--- config.mk ---
export PLATFORM = sky130hd
export DESIGN_NAME = uart_byte_receiver
export DESIGN_NICKNAME = d
export VERILOG_FILES = /design/src/rtl/uart_byte_receiver.sv
export SDC_FILE = /design/constraint.sdc
export NUM_CORES = 1
export LEC_CHECK = 0
export BUFFER_PORTS_ARGS = -buffer_cell sky130_fd_sc_hd__clkbuf_2
export CORE_MARGIN = 2
export CORE_UTILIZATION = 46
export CTS_BUF_LIST = sky130_fd_sc_hd__clkbuf_16
export DETAILED_ROUTE_END_ITERATION = 10
export PLACE_DENSITY = 0.75
export SLEW_MARGIN = 10
export SYNTH_ARGS = -nofsm -noshare
export SYNTH_HDL_FRONTEND = slang
export SYNTH_SLANG_ARGS = --single-unit
--- constraint.sdc ---
create_clock -name clk -period 4.74 [get_ports clk]
set_clock_uncertainty 0.05 [all_clocks]
set_input_delay 0 -clock clk [delete_from_list [all_inputs] [get_ports clk]]
set_output_delay 0 -clock clk [all_outputs]
set_load 0.05 [all_outputs]
--- src/rtl/uart_byte_receiver.sv ---
// 8N1 serial receiver: 2-flop synchroniser, oversampled start qualification,
// 3-sample majority vote per bit, framing-error strobe with break recovery.
module uart_byte_receiver #(
  parameter int CLK_FREQ_HZ = 50_000_000,
  parameter int BAUD_RATE   = 115_200,
  parameter int OVERSAMPLE  = 16
) (
  input  logic       clk,
  input  logic       reset,
  input  logic       rx,
  output logic [7:0] data,
  output logic       data_valid,
  output logic       framing_error,
  output logic       busy
);

  localparam int TICK_DIV = (CLK_FREQ_HZ + (BAUD_RATE * OVERSAMPLE) / 2) / (BAUD_RATE * OVERSAMPLE);
  localparam int TW = (TICK_DIV > 1) ? $clog2(TICK_DIV) : 1;
  localparam int SW = $clog2(OVERSAMPLE);

  localparam logic [TW-1:0] TICK_LAST = TW'(TICK_DIV - 1);
  localparam logic [SW-1:0] SAMP_LAST = SW'(OVERSAMPLE - 1);
  localparam logic [SW-1:0] SAMP_V0   = SW'(OVERSAMPLE / 2 - 1);
  localparam logic [SW-1:0] SAMP_V1   = SW'(OVERSAMPLE / 2);
  localparam logic [SW-1:0] SAMP_V2   = SW'(OVERSAMPLE / 2 + 1);

  typedef enum logic [2:0] {IDLE, START, DATA, STOP, BRK} state_t;

  state_t          state_q, state_d;
  logic [1:0]      sync_q;
  logic [TW-1:0]   tick_q, tick_d;
  logic [SW-1:0]   samp_q, samp_d, samp_nxt;
  logic [2:0]      bit_q, bit_d;
  logic [1:0]      vote_q, vote_d;
  logic [7:0]      shift_q, shift_d;
  logic [7:0]      data_q, data_d;
  logic            dv_q, dv_d;
  logic            fe_q, fe_d;
  logic            rx_s, tick, maj;

  assign rx_s     = sync_q[1];
  assign samp_nxt = (samp_q == SAMP_LAST) ? '0 : samp_q + 1'b1;
  // Third sample is the live synchronised line; the first two were latched earlier.
  assign maj = (vote_q[0] & vote_q[1]) | (vote_q[0] & rx_s) | (vote_q[1] & rx_s);

  always_ff @(posedge clk or posedge reset) begin
    if (reset) begin
      state_q <= IDLE;
      sync_q  <= 2'b11;
      tick_q  <= '0;
      samp_q  <= '0;
      bit_q   <= '0;
      vote_q  <= '0;
      shift_q <= '0;
      data_q  <= '0;
      dv_q    <= 1'b0;
      fe_q    <= 1'b0;
    end else begin
      state_q <= state_d;
      sync_q  <= {sync_q[0], rx};
      tick_q  <= tick_d;
      samp_q  <= samp_d;
      bit_q   <= bit_d;
      vote_q  <= vote_d;
      shift_q <= shift_d;
      data_q  <= data_d;
      dv_q    <= dv_d;
      fe_q    <= fe_d;
    end
  end

  always_comb begin
    state_d = state_q;
    tick_d  = tick_q;
    samp_d  = samp_q;
    bit_d   = bit_q;
    vote_d  = vote_q;
    shift_d = shift_q;
    data_d  = data_q;
    dv_d    = 1'b0;
    fe_d    = 1'b0;
    tick    = 1'b0;

    if (state_q != IDLE) begin
      tick   = (tick_q == TICK_LAST);
      tick_d = tick ? '0 : tick_q + 1'b1;
    end

    // In BRK the sample counter instead counts consecutive high ticks.
    if (tick && state_q != BRK) begin
      samp_d = samp_nxt;
      if (samp_q == SAMP_V0) vote_d[0] = rx_s;
      if (samp_q == SAMP_V1) vote_d[1] = rx_s;
    end

    case (state_q)
      IDLE: begin
        bit_d = '0;
        if (!rx_s) state_d = START;
      end
      START: begin
        if (tick && samp_q == SAMP_V2 && maj) begin
          state_d = IDLE;
        end else if (tick && samp_q == SAMP_LAST) begin
          state_d = DATA;
          bit_d   = '0;
        end
      end
      DATA: begin
        if (tick && samp_q == SAMP_V2) shift_d = {maj, shift_q[7:1]};
        if (tick && samp_q == SAMP_LAST) begin
          bit_d = bit_q + 1'b1;
          if (bit_q == 3'd7) state_d = STOP;
        end
      end
      STOP: begin
        // Leave at the stop-bit vote so a following start edge is never missed.
        if (tick && samp_q == SAMP_V2) begin
          if (maj) begin
            data_d  = shift_q;
            dv_d    = 1'b1;
            state_d = IDLE;
          end else begin
            fe_d    = 1'b1;
            state_d = BRK;
            samp_d  = '0;
          end
        end
      end
      BRK: begin
        if (tick) begin
          if (!rx_s) samp_d = '0;
          else if (samp_q == SAMP_LAST) state_d = IDLE;
          else samp_d = samp_nxt;
        end
      end
      default: state_d = IDLE;
    endcase

    if (state_d == IDLE) begin
      tick_d = '0;
      samp_d = '0;
    end
  end

  assign data          = data_q;
  assign data_valid    = dv_q;
  assign framing_error = fe_q;
  assign busy          = (state_q != IDLE);

endmodule

==> flow_metrics.py, run 1 <==
metrics = {
    "outcome": {
        "status": "finished, final reports clean",
    },
    "synth": {
        "synth_top_area_share_pct": 44.5,
        "avgSynthCellArea_um2": 11.6,
        "synthArstFlopShare_pct": 100,
        "synth_top_area_cell": "dfrtp_1",
        "syn_area_um2": 1970,
        "synth_area_leaders": "dfrtp_1 (45%), mux2_2 (11%), ha_1 (4.5%)",
        "yosysWarnings": 0,
        "synthesis.instances": 170,
        "synth-edff-count": 0,
        "yosysUniqueCellTypes": 47,
        "ys_seq_area_share_pct": 47.2,
        "ys_ff_latch": 37,
        "synth_nets": 180,
        "yosys_most_used_dff": "dfrtp_1",
    },
    "clock_network": {
        "cts_resized": 0,
        "ctsRootBufferMaster": "clkbuf_16",
        "cts_max_level": 2,
        "post_cts_buffers": 0,
        "cts_hold_buf": 2,
        "cts_buffers": 5,
        "clockBufferDepth": 2,
        "clock_sinks": 37,
        "cts_tree": "yes",
        "worstSkewPairLatency_ns": 0.27,
        "path_clk_slew_ns": 0.05,
    },
    "grt": {
        "gr-usage-all-layers_pct": 16.9,
        "grt_antenna_before_repair": 0,
        "grt_overflow": 0,
        "grt_pass1_wl_um": 6580,
        "grt_pass1_vias": 1407,
        "grt_max_degree": 38,
    },
    "pwr": {
        "vdd_drop_max_uv": 248,
        "swShare_pct": 19.2,
        "p_seq_share_pct": 50.5,
        "p_total_uw": 632,
        "combPwrFrac_pct": 1.4,
        "p_leak_nw": 1.05,
        "p_int_uw": 511,
        "switchingPower_uw": 121,
        "p_per_area_nw_per_um2": 285,
        "clock_power_share_pct": 48.1,
    },
    "worst_setup_path": {
        "criticalPathCategory": "reg2reg",
        "worstPathArrival_ns": 2.47,
        "cp.required_ns": 4.81,
        "end_kind": "register",
        "timing.critical_path.from": "tick_q[0]",
        "r2r_slack_ns": 2.34,
        "r2r_start": "tick_q[0]",
        "cp-start-kind": "register",
        "worst-path-max-fanout": 18,
    },
    "floorplanning": {
        "die_h_um": 69.4,
        "die-area_um2": 4810,
        "io_pins": 14,
        "core_um2": 4060,
        "initial_core_util_pct": 48.5,
        "fp.dieW_um": 69.4,
        "num_rows": 23,
    },
    "routing": {
        "vias_per_cell": 5.87,
        "drtAntennaViolNets": 0,
        "drtIter0Drc": 79,
        "dr_total_vias": 1386,
        "wl_per_cell_um": 16.0,
        "drtPass1Iterations": 4,
        "wl_met1_um": 1610,
        "wl_met2_um": 1980,
        "wl_met3_um": 157,
        "maxUsedRoutingLayer": "met4",
        "route.detailed.drc": 0,
        "routed_wl_um": 3770,
    },
    "placed_design": {
        "hpwl_um": 2720,
        "pre_cts_slack_ns": 2.37,
        "portBuffers": 13,
        "place.gp.congestion": 1.04,
    },
    "finish": {
        "syn2layout_area_growth_pct": 12.8,
        "num-nets-final": 195,
        "drive_above_1_share_pct": 27.4,
        "final_cell_mix": "dfrtp_1 (35), mux2_2 (19), nor2_1 (15)",
        "final_common_cell": "dfrtp_1",
        "post-route-util_pct": 54.7,
        "n_antenna_cell": 0,
    },
    "timing": {
        "timing.setup.tns_ns": 0,
        "fin_crit_sh_pct": 50.6,
        "relSlewSlack_pct": 45.8,
        "max_freq_mhz": 417,
        "rsz0062_at_grt": "false",
        "final_hold_viol_count": 0,
        "finalMaxSlewViolations": 0,
        "whs_ns": 0.308,
        "finalCriticalPeriod_ns": 2.40,
        "setup_slack_ns": 2.34,
        "worst_pin_slew_ns": 0.811,
        "setup_violations": 0,
    },
    "hold_path": {
        "hp-class": "in2async",
    },
    "job": {
        "maxCapViolations": 0,
    },
}
Yosys cell counts, drive strengths merged (5+ instances only):
cell type,n
ha,7
nand2,5
a21oi,11
mux2,19
nor2,16
dfrtp,35
inv,6
nand3,9
o21ai,6
per-layer routing:
layer / track usage [%] / up-vias
met3: 3.92 / 2
met5: 0 / -
met2: 29.1 / 35
met4: 6.54 / 0
li1: - / 660
met1: 20.6 / 689
final timing paths:
path,end,depth (start not counted)
min,shift_q[7],4
min reg2reg,sync_q[1],0
max reg2reg,samp_q[2],7
max in group asynchronous,sync_q[1],4
min in group clk,sync_q[0],2
max,samp_q[2],7
stage by stage:
step | instances | area (µm²)
global placement | 226 | 2060
CTS | 236 | 2220
finish | 236 | 2220
floorplan | 170 | 1970
detailed placement | 226 | 2060
global route | 236 | 2220
registers in the layout, summed over array words and instances (netlist names):
signal / flops
shift_q: 8
vote_q: 2
state_q: 3
data_valid: 1
tick_q: 5
framing_error: 1
sync_q: 2
samp_q: 4
data: 8
bit_q: 3
critical path, stage by stage, from the launching register on:
cell and delay [ns]:
dfrtp_1 0.43, inv_1 0.09, ha_1 0.20, nand4b_4 0.33, a2bb2oi_1 0.26, a21oi_1 0.14, nor4b_4 0.62, a31oi_1 0.11
layout make-up:
type / instances / area, µm²
tap: 50 / 62.6
multi-input combinational: 119 / 972
inverter: 6 / 22.5
sequential: 37 / 928
clock buffer: 5 / 125
fill: 335 / 1840
timing repair buffer: 16 / 92.6
clock inverter: 3 / 15.0
power groups by stage:
stage	clock network [mW]	logic [mW]	registers, mW
CTS	0.311	0.00948	0.319
floorplan	0	0.00591	0.323
global route	0.324	0.0106	0.319
global placement	0	0.00773	0.324
finish	0.304	0.00880	0.319
detailed placement	0	0.00819	0.325
cell families after synthesis:
family                   synth area share (%)
AO/OA/AOI/OAI                            12.6
flip-flops                               47.2
XOR/XNOR                                0.445
adder cells (fa/ha/maj)                  4.96
multiplexers                             10.9
buffers and inverters                    3.37
AND/OR/NAND/NOR                          20.5
Note: power is estimated with default switching activity, not from simulation.
==> inputs of run 2 (changes only) <==
- ABC_AREA: unset -> 1
- PLACE_DENSITY: 0.75 -> 0.74
- clock period: 4.74 -> 2.45 ns (I/O delays scaled with it)
==> run 2 against run 1 <==
Final area grew 5.7%. Worst setup slack lost 1.9 ns. Routed wire length grew 7.9%. Sequential cell count is the same. Total power grew 98%. Critical path depth grew 6. Critical path type unchanged. Critical endpoint is now tick_q[2]. Largest cell class unchanged. Largest power group is now the clock network.
==> flow_metrics.py, run 2 <==
metrics = {
    "synth": {
        "synth_nets": 265,
        "synth_top_area_share_pct": 42.4,
        "synthesis.instances": 255,
        "ys_ff_latch": 37,
        "yosys_most_used_dff": "dfrtp_1",
        "yosysMostFrequentCell": "nand2_1",
        "avgSynthCellArea_um2": 8.09,
        "synth_area_leaders": "dfrtp_1 (42%), nand2_1 (12%), inv_1 (6.7%)",
        "syn_area_um2": 2060,
        "yosysUniqueCellTypes": 29,
        "synth_top_cells_by_count": "nand2_1 (68), inv_1 (37), dfrtp_1 (35)",
        "synth-edff-count": 0,
        "synth_top_area_cell": "dfrtp_1",
        "yosysWarnings": 0,
        "synthArstFlopShare_pct": 100,
        "ys_seq_area_share_pct": 45.0,
    },
    "finish": {
        "syn2layout_area_growth_pct": 13.6,
        "finalInstanceArea_um2": 2340,
        "drive_above_1_share_pct": 19.5,
        "num-nets-final": 286,
        "n_antenna_cell": 0,
        "final_cell_mix": "nand2_1 (68), inv_1 (37), dfrtp_1 (35)",
        "final_common_cell": "nand2_1",
        "stdcell_count": 329,
        "post-route-util_pct": 54.2,
    },
    "pwr": {
        "combPwrFrac_pct": 1.5,
        "p_total_mw": 1.25,
        "vdd_drop_max_uv": 251,
        "switchingPower_uw": 259,
        "p_seq_share_pct": 49.2,
        "p_leak_nw": 1.22,
        "p_int_uw": 991,
        "p_per_area_nw_per_um2": 533,
        "swShare_pct": 20.7,
        "clock_power_share_pct": 49.3,
    },
    "routing": {
        "vias_per_cell": 5.12,
        "wl_met1_um": 1780,
        "drtAntennaViolNets": 0,
        "drtPass1Iterations": 5,
        "maxUsedRoutingLayer": "met4",
        "drtIter0Drc": 158,
        "wl_met2_um": 2020,
        "wl_met3_um": 178,
        "routed_wl_um": 4070,
        "route.detailed.drc": 0,
        "wl_per_cell_um": 12.4,
        "dr_total_vias": 1685,
    },
    "floorplanning": {
        "core_um2": 4320,
        "fp.dieW_um": 71.0,
        "die-area_um2": 5040,
        "die_h_um": 71.0,
        "num_rows": 24,
        "io_pins": 14,
        "initial_core_util_pct": 47.7,
    },
    "worst_setup_path": {
        "worst-path-max-fanout": 9,
        "cp.required_ns": 2.56,
        "max_stage_delay_ns": 0.39,
        "r2r_slack_ns": 0.42,
        "crit_path_top_delay_cell": "dfrtp_1",
        "criticalPathCategory": "reg2reg",
        "worstPathCellList": "inv_1, ha_1, nand2_1, inv_1, nand2_1, nor2_8, nand2_1, nand2_1, nand2_1, nand2_2, nand3_2, nor2_4, nor2_1",
        "end_kind": "register",
        "worstPathArrival_ns": 2.14,
        "cp-start-kind": "register",
        "cpMostUsedCell": "nand2_1",
    },
    "timing": {
        "timing.setup.tns_ns": 0,
        "finalMaxSlewViolations": 0,
        "max_freq_mhz": 493,
        "rsz0062_at_grt": "false",
        "finalCriticalPeriod_ns": 2.03,
        "fin_crit_sh_pct": 82.9,
        "relSlewSlack_pct": 51.6,
        "final_hold_viol_count": 0,
        "worst_pin_slew_ns": 0.725,
        "setup_violations": 0,
    },
    "grt": {
        "grt_overflow": 0,
        "grt_pass1_wl_um": 7640,
        "gr-usage-all-layers_pct": 18.9,
        "grt_max_degree": 21,
        "grt_antenna_before_repair": 0,
        "grt_pass1_vias": 1708,
    },
    "placed_design": {
        "portBuffers": 13,
        "placed_cell_area_um2": 2180,
        "place.gp.congestion": 0.869,
        "dp_cells": 319,
        "hpwl_um": 2910,
    },
    "clock_network": {
        "path_clk_slew_ns": 0.05,
        "clock_sinks": 37,
        "cts_buffers": 5,
        "worstSkewPairLatency_ns": 0.28,
        "cts_tree": "yes",
        "cts_max_level": 2,
        "ctsRootBufferMaster": "clkbuf_16",
        "clockBufferDepth": 2,
        "post_cts_buffers": 0,
    },
    "outcome": {
        "status": "finished, final reports clean",
    },
    "hold_path": {
        "hp-class": "reg2reg",
    },
    "job": {
        "maxCapViolations": 0,
    },
}
## run 2: logic make-up (layout without fill, tap and decap cells)
logic type                 Yosys count  after routing  synth area share, %
and+or+nand+nor                    128            128                 30.1
buffers and inverters               43             65                 8.49
AOI/OAI and AO/OA                   40             40                 12.1
DFF                                 37             37                 45.0
adders and majority gates            7              7                 4.24
## run 2: repair_timing
action	CTS	global route
hold buffers	2	0
hold endpoints to repair	18	0
gates resized for setup	0	0
endpoints found under the setup margin	0	0
## run 2: path summary, 6_finish.rpt
check / depth (start not counted) / to / startpoint
max in group asynchronous: 4 / framing_error / reset
min in group asynchronous: 3 / bit_q[2] / reset
worst min-delay path: 0 / sync_q[1] / sync_q[0]
worst max-delay path: 13 / tick_q[2] / tick_q[0]
worst min register to register: 0 / sync_q[1] / sync_q[0]
worst max register to register: 13 / tick_q[2] / tick_q[0]
## run 2: power groups by stage
stage / clock network, mW / registers [mW] / logic [mW]
after floorplan: 0 / 0.626 / 0.00998
after detailed placement: 0 / 0.627 / 0.0168
after global routing: 0.657 / 0.616 / 0.0212
after global placement: 0 / 0.627 / 0.0164
after CTS: 0.626 / 0.616 / 0.0192
final: 0.617 / 0.616 / 0.0182
## run 2: worst max-delay path: cells and delay by family, from the launching register on
family | cells | cell delay [ns]
adders and majority gates | 1 | 0.16
and+or+nand+nor | 10 | 1.13
buffers and inverters | 2 | 0.18
DFF | 1 | 0.39
## run 2: layer usage
metal	global-route usage [%]	up-vias
met1	24.4	770
met5	0	-
met3	4.70	14
met2	30.5	53
met4	7.34	0
li1	-	848
## run 2: layout make-up
cell class | instances | area [µm²]
fillers | 399 | 1980
multi-input cells | 175 | 960
flip-flops and latches | 37 | 928
inverters | 41 | 156
clock buffers | 5 | 125
repair buffers | 16 | 92.6
well taps | 52 | 65.1
clock inverters | 3 | 17.5
## run 2: through the flow
stage / setup slack, ns / hold WS [ns]
2_1_floorplan: 0.714 / -0.0455
3_3_place_gp: 0.550 / 0.0405
3_5_place_dp: 0.472 / 0.0405
4_1_cts: 0.415 / 0.303
5_1_grt: 0.188 / 0.304
6_report: 0.420 / 0.307
